`src/rtl/alu_result_fifo.sv`:
```
// alu_result_fifo
//   Circular FIFO capturing 4-bit ALU results together with the 2-bit op
//   select that produced them. The head entry is presented first-word-
//   fall-through. Dropped writes and empty reads raise sticky error flags.
//
// Parameters
//   DEPTH      number of entries, power of two >= 2
// Ports
//   Clk        clock, all state changes on the rising edge
//   Rst        synchronous active-high reset
//   FA..FAD    result bits to capture, FA is the MSB
//   S0, S1     op select captured as the entry tag
//   WrEn       capture request
//   RdEn       pop request for the head entry
//   ClrErr     clears Overflow/Underflow
//   DOut       head result {FA,FB,FC,FAD}, zero while empty
//   OpOut      head tag {S0,S1}, zero while empty
//   Count      stored entries, 0..DEPTH
//   Empty      Count == 0
//   Full       Count == DEPTH
//   Overflow   sticky: write dropped because FIFO was full
//   Underflow  sticky: read requested while FIFO was empty
module alu_result_fifo #(
   parameter int DEPTH = 4
) (
   input  logic                       Clk,
   input  logic                       Rst,
   input  logic                       FA,
   input  logic                       FB,
   input  logic                       FC,
   input  logic                       FAD,
   input  logic                       S0,
   input  logic                       S1,
   input  logic                       WrEn,
   input  logic                       RdEn,
   input  logic                       ClrErr,
   output logic [3:0]                 DOut,
   output logic [1:0]                 OpOut,
   output logic [$clog2(DEPTH):0]     Count,
   output logic                       Empty,
   output logic                       Full,
   output logic                       Overflow,
   output logic                       Underflow
);

   localparam int AW = $clog2(DEPTH);
   localparam logic [AW:0] FULL_COUNT = (AW + 1)'(DEPTH);

   logic [3:0]    data_mem [DEPTH];
   logic [1:0]    tag_mem  [DEPTH];
   logic [AW-1:0] wr_ptr;
   logic [AW-1:0] rd_ptr;
   logic [AW:0]   count_q;

   logic wr_accept;
   logic rd_accept;
   logic ovf_event;
   logic udf_event;

   // Flags come from the registered count only, so no input reaches them
   // combinationally.
   assign Empty = (count_q == '0);
   assign Full  = (count_q == FULL_COUNT);
   assign Count = count_q;

   // A full FIFO still accepts a write when the head is popped in the same
   // cycle; an empty FIFO never accepts a read, even alongside a write.
   assign wr_accept = WrEn && (!Full || RdEn);
   assign rd_accept = RdEn && !Empty;
   assign ovf_event = WrEn && !RdEn && Full;
   assign udf_event = RdEn && Empty;

   // NOTE: the storage array has no reset; pointers and count define what is
   // valid, so stale contents are never visible and the array maps to RAM.
   always_ff @(posedge Clk) begin
      // NOTE: sequential state uses non-blocking assignments so every
      // register samples pre-edge values regardless of statement order.
      if (wr_accept && !Rst) begin
         data_mem[wr_ptr] <= {FA, FB, FC, FAD};
         tag_mem[wr_ptr]  <= {S0, S1};
      end
   end

   always_ff @(posedge Clk) begin
      if (Rst) begin
         wr_ptr    <= '0;
         rd_ptr    <= '0;
         count_q   <= '0;
         Overflow  <= 1'b0;
         Underflow <= 1'b0;
      end else begin
         // Pointers wrap naturally because DEPTH is a power of two.
         if (wr_accept) wr_ptr <= wr_ptr + 1'b1;
         if (rd_accept) rd_ptr <= rd_ptr + 1'b1;

         case ({wr_accept, rd_accept})
            2'b10:   count_q <= count_q + 1'b1;
            2'b01:   count_q <= count_q - 1'b1;
            default: count_q <= count_q;
         endcase

         // A clear loses to an error raised in the same cycle.
         if (ClrErr) begin
            Overflow  <= ovf_event;
            Underflow <= udf_event;
         end else begin
            Overflow  <= Overflow  | ovf_event;
            Underflow <= Underflow | udf_event;
         end
      end
   end

   // First-word-fall-through head, forced to zero while empty.
   always_comb begin
      // NOTE: every output of a combinational block gets a default first so
      // no path leaves it unassigned and no latch is inferred.
      DOut  = '0;
      OpOut = '0;
      if (!Empty) begin
         DOut  = data_mem[rd_ptr];
         OpOut = tag_mem[rd_ptr];
      end
   end

endmodule

```
`config.mk`:
```
export PLATFORM = sky130hd
export DESIGN_NAME = alu_result_fifo
export DESIGN_NICKNAME = d
export VERILOG_FILES = /design/src/rtl/alu_result_fifo.sv
export SDC_FILE = /design/constraint.sdc
export NUM_CORES = 1
export LEC_CHECK = 0
export CORE_MARGIN = 1
export CORE_UTILIZATION = 35
export DETAILED_ROUTE_END_ITERATION = 8
export PLACE_DENSITY = 0.67
export SYNTH_ARGS = -nofsm -noshare
export SYNTH_HDL_FRONTEND = slang
export SYNTH_SLANG_ARGS = --single-unit
```
`constraint.sdc`:
```
create_clock -name Clk -period 2.3 [get_ports Clk]
set_input_delay 0.46 -clock Clk [delete_from_list [all_inputs] [get_ports Clk]]
set_output_delay 0.46 -clock Clk [all_outputs]
set_load 0.01 [all_outputs]
```
Word level (Yosys, flattened, before mapping)
Memory sizes are Yosys's and may differ from the RTL's. A register that Yosys moved wholly into a read port is not among the register bits.
Cells that the tools add are included.
- bits in registers: 9
- bits in latches: 0
- memory bits (writable): 24
- ROM bits: 0
- input bits: 11
- output and inout bits: 13
- memories kept: 2
- memories (name ; words ; bits a word ; read ports ; clocked after Yosys merged registers in ; write ports ; RTL line ; text):
    data_mem ; 4 ; 4 ; 1 ; 1 ; 1 ; 49 ; logic [3:0] data_mem [DEPTH];
    tag_mem ; 4 ; 2 ; 1 ; 1 ; 1 ; 50 ; logic [1:0] tag_mem [DEPTH];
- add/subtract/negate cells: 4
- multipliers: 0
- div/mod/pow operators: 0
- $lt $le $gt $ge: 0
- equality and inequality tests: 3
- shift operators: 0
- multiplexer cells: 11
- bitwise operators: 2
- reductions and logical operators: 13
- operators by type and width (kind ; count):
    $mux 2 ; 5
    $logic_and 1x1->1 ; 6
    $pmux 3 s2 ; 1
    $add 2x1->2 const B ; 2
    $logic_not 1->1 ; 4
    $mux 1 ; 4
    $mux 4 ; 1
    $add 3x1->3 const B ; 1
    $eq 3x3->1 const B ; 1
    $logic_not 3->1 ; 1
    $sub 3x1->3 const B ; 1
    $eq 2x1->1 const B ; 1
    $eq 2x2->1 const B ; 1
    $or 1x1->1 ; 2
    $reduce_bool 2->1 ; 1
    $logic_or 1x1->1 ; 1

Longest topological paths before layout
- depth after elaboration: 7
- mapped depth: 9
- depth with buffers taken out: 9

Worst setup path after synthesis
OpenSTA, ideal clock, no wires.
- kind: reg-to-reg
- from: register count_q[2] (netlist: Count[2])
- to: register count_q[2] (netlist: Count[2])
- setup time: 0.071 ns
- data arrival time: 2.403 ns
- required time: 2.229 ns
- slack: -0.174 ns
- cell stages (with the launch flop): 10
- buffers on the path: 0
- clock period less this slack: 2.474 ns
- path through: dfxtp_1 -> or3b_1 -> o21a_1 -> inv_1 -> ha_1 -> inv_1 -> fa_1 -> xor2_1 -> or3_2 -> a21oi_1
- word-level cells in the longest chain between the ends: 6
- elaborated cells on any way between the ends: 13
- classes of those cells: 2 x add/sub; 3 x eq/ne; 1 x mux; 7 x reduce/logical
- ends and longest elaborated chain (item ; RTL line ; text):
    start, declared ; 53 ; logic [AW:0] count_q;
    start signal, assigned ; 97 ; 2'b10: count_q <= count_q + 1'b1;
    start signal, assigned ; 98 ; 2'b01: count_q <= count_q - 1'b1;
    start signal, assigned ; 99 ; default: count_q <= count_q;
    $eq 3x3->1 ; 63 ; assign Full = (count_q == FULL_COUNT);
    $logic_not 1->1 ; 68 ; assign wr_accept = WrEn && (!Full || RdEn);
    $logic_or 1x1->1 ; 68 ;
    $logic_and 1x1->1 ; 68 ;
    $eq 2x1->1 / $eq 2x2->1 (equally long branches) ; 96 ; case ({wr_accept, rd_accept})
    $pmux 3 s2 / $reduce_bool 2->1 (equally long branches) ; - ;
Parallel ways exist; a longest one is shown, timed or not.
A chain may end at the register's enable or synchronous reset.

Worst setup path in the final report
Same ends and word-level chain as after synthesis.

==> results.md <==
* Status: finished, final reports clean
* Clock sinks at 35
* Critical path capture point: Count[2]$_SDFFE_PP0P_
* Place WS at -0.140 ns
* Post-route insts no fill at 194
* Fillers at 343
* CTS H-tree depth at 2
* Core ar. at 4000 um^2
* Fmax at 0.449 GHz
* Seq/Total Area, Yosys at 64.2%
* Post-Syn Area at 1470 um^2
* # setup viols final at 0
* Pwr/cell area at 1030 nW/um^2
* Initial antenna violation count at 0
* Largest net degree at the start of global routing at 13
* EDFF count, synth at 24
* YS warnings at 0
* RePlAce Congestion at 0.805
* CP bufs+invs at 2
* CP Depth at 9
* Synth cell types at 25
* PortBufs at 23
* CP Class: register to register
* Tcrit/Tclk final at 96.8%
* Crit path DAT at 2.44 ns
* Max-cap violations at 0
* Ant diodes at 0
* DRC viols at 0
* Worst path required time at 2.52 ns
* Clock Latency Late Sink at 0.29 ns
* Via count at 898
* Ranking of synthesized cells by area: edfxtp_1 (49%), dfxtp_1 (15%), mux4_2 (9.2%)
* Nets@finish at 160
* RSZ-0062 raised after global routing: no
* Slowest stage delay, CP at 0.38 ns
* Slowest CP cell: or3b_4
* Post-DP HPWL at 1960 um
* Synth top area share at 49.2%
* Reg2Reg Depth at 9
* Initial Utilization at 36.6%
* Layout Area Growth over Synthesis at 37.3%
* #FFs+latches synth at 35
* Mapped Cells at 99
* Post-Place Cells at 183
* Root buffer cell: clkbuf_8
* Rows at 23
* Syn Area/Cell at 14.8 um^2
* Crit path cell chain: or3b_4 -> o21a_1 -> inv_2 -> ha_4 -> inv_2 -> fa_2 -> xor2_1 -> or3_4 -> a21oi_2
* Post-route ant nets at 0
* CTS clk-pin slew, worst paths at 0.07 ns
* Fin crit period at 2.23 ns
* Die ar. at 4450 um^2
* Die width at 66.7 um
* Syn nets at 116
* CP delay by family, top: simple AND/OR/NAND/NOR gates
* Share of layout cells above drive strength 1 at 29.2%
* Fin area at 2010 um^2
* Reg2reg end: Count[2]$_SDFFE_PP0P_
* Area leader, netlist: edfxtp_1
* Avg WL per Cell at 14.0 um
* Vias in the first global route at 935
* Total GRT Usage at 14.0%
* Clock skew at 0.00471 ns
* Total gr overflow at 0
* Total routed wirelength at 2710 um
* Area post-placement at 1870 um^2
* CTS Buf Count at 5
* Most common cell on crit path: inv_2
* Async SR Flop Fraction at 0%
* Vias/cell at 4.63
* Die Y at 66.7 um
* Worst vdd ir at 0.000347 V
* Critical Path Start Type: register
* Leakage at 0.753 nW
* Slew @ Worst Pin at 0.307 ns
* Setup WS post-layout at 0.0740 ns
* Final hold violations at 0
* Max-slew violations at 0
* Post-synth top flop: edfxtp_1
* Initial DRT Pass Iterations at 4
* Max_slew headroom at 79.3%
* Top Ports at 24
* Reg2Reg Launch Point: Count[2]$_SDFFE_PP0P_
* First-pass GRT wire length at 4220 um
* FF-to-FF setup slack at 0.07 ns
* Crit-path max FO at 4
* DR iter-0 viols at 24
* CTS tree: done
* Worst setup path start: Count[2]$_SDFFE_PP0P_
* CP Capture Type: register
* Clock buffer depth at 2
* Worst hold path class: register to register
## metrics by stage
step                      power [mW]  util [%]  hold slack [ns]  TNS, ns
final                           2.08      50.3            0.475        0
after global routing            2.19      50.3            0.492        0
after CTS                       2.08      49.6            0.476        0
after detailed placement        1.57      46.9            0.463   -0.140
after global placement          1.55      46.9            0.457  -0.0457
after floorplan                 1.20         -            0.459        0
## what timing repair did
item                       4_1_cts  5_1_grt
hold buffers                     0        0
pin swaps                        0        1
setup buffers                    0        3
setup endpoints to repair        6        1
resized for setup                7        2
## routing by layer
layer	vias up	share of wire, %	wire, um	GRT usage, %
met5	-	0	0	0
met4	0	2.7	72	8.78
met3	8	3.2	88	3.08
met2	13	56	1510	24.6
met1	434	38	1040	14.9
li1	443	-	-	-
## registers in the layout (all words and copies together), names as in the netlist, named ones only
register,count
wr_ptr,2
Count,3
data_mem,16
tag_mem,8
Underflow,1
rd_ptr,2
Overflow,1
## tightest hold or removal path, stage by stage (launching register included)
cell,delay (ns)
dfxtp_1,0.31
nand2b_1,0.06
a21oi_1,0.05
## cells by family after synthesis
kind of cell | count (synthesis) | share of synthesized area, %
buf+inv | 10 | 2.65
xor+xnor | 3 | 1.79
simple gates | 28 | 11.4
mux | 8 | 10.9
flops | 35 | 64.2
compound gates | 9 | 3.42
fa+ha+maj | 6 | 5.64
## cell type report
| cell class | count | area, um^2 | share of cell area (%) |
|---|---|---|---|
| flip-flops and latches | 35 | 950 | 47.2 |
| clock inverters | 3 | 43.8 | 2.18 |
| well taps | 50 | 62.6 | 3.11 |
| clock buffers | 5 | 68.8 | 3.42 |
| repair buffers | 39 | 347 | 17.2 |
| inverters | 8 | 30.0 | 1.49 |
| multi-input cells | 54 | 510 | 25.4 |
## cells in the mapped netlist (2+ instances only)
library cell / instances
nor3b_1: 4
o21ai_0: 2
mux4_2: 6
nor2b_1: 7
nand2b_1: 3
inv_1: 8
edfxtp_1: 24
nor2_1: 8
dfxtp_1: 11
a21oi_1: 5
xor2_1: 3
ha_1: 5
## worst min-delay path by stage
stage / to / slack (ns) / cells past startpoint / startpoint
3_5_place_dp: Overflow$_SDFF_PP0_ / 0.46 / 2 / Overflow$_SDFF_PP0_
4_1_cts: Overflow$_SDFF_PP0_ / 0.48 / 2 / Overflow$_SDFF_PP0_
2_1_floorplan: register / 0.46 / 2 / rd_ptr[1]$_SDFFE_PP0P_
6_report: Overflow$_SDFF_PP0_ / 0.47 / 2 / Overflow$_SDFF_PP0_
3_3_place_gp: Overflow$_SDFF_PP0_ / 0.46 / 2 / Overflow$_SDFF_PP0_
5_1_grt: Overflow$_SDFF_PP0_ / 0.49 / 2 / Overflow$_SDFF_PP0_
## where the power goes
group / total (mW) / internal (mW) / switching [mW]
Sequential: 0.794 / 0.748 / 0.0461
Clock: 0.543 / 0.322 / 0.221
Combinational: 0.744 / 0.409 / 0.334
Total: 2.08 / 1.48 / 0.601
## cells in the final DEF (no fill, tap or decap), types with 2 or more instances in the layout
cell	n
inv_1	6
nor2_1	8
o21ai_0	2
ha_1	4
nor3b_1	4
edfxtp_1	24
buf_4	15
dfxtp_4	2
nand2b_1	3
inv_2	2
nor2b_1	7
clkbuf_8	5
dlygate4sd2_1	6
mux4_2	6
dfxtp_1	8
clkdlybuf4s50_1	17
a21oi_1	4
xor2_1	3
(Power assumes the default switching activity.)
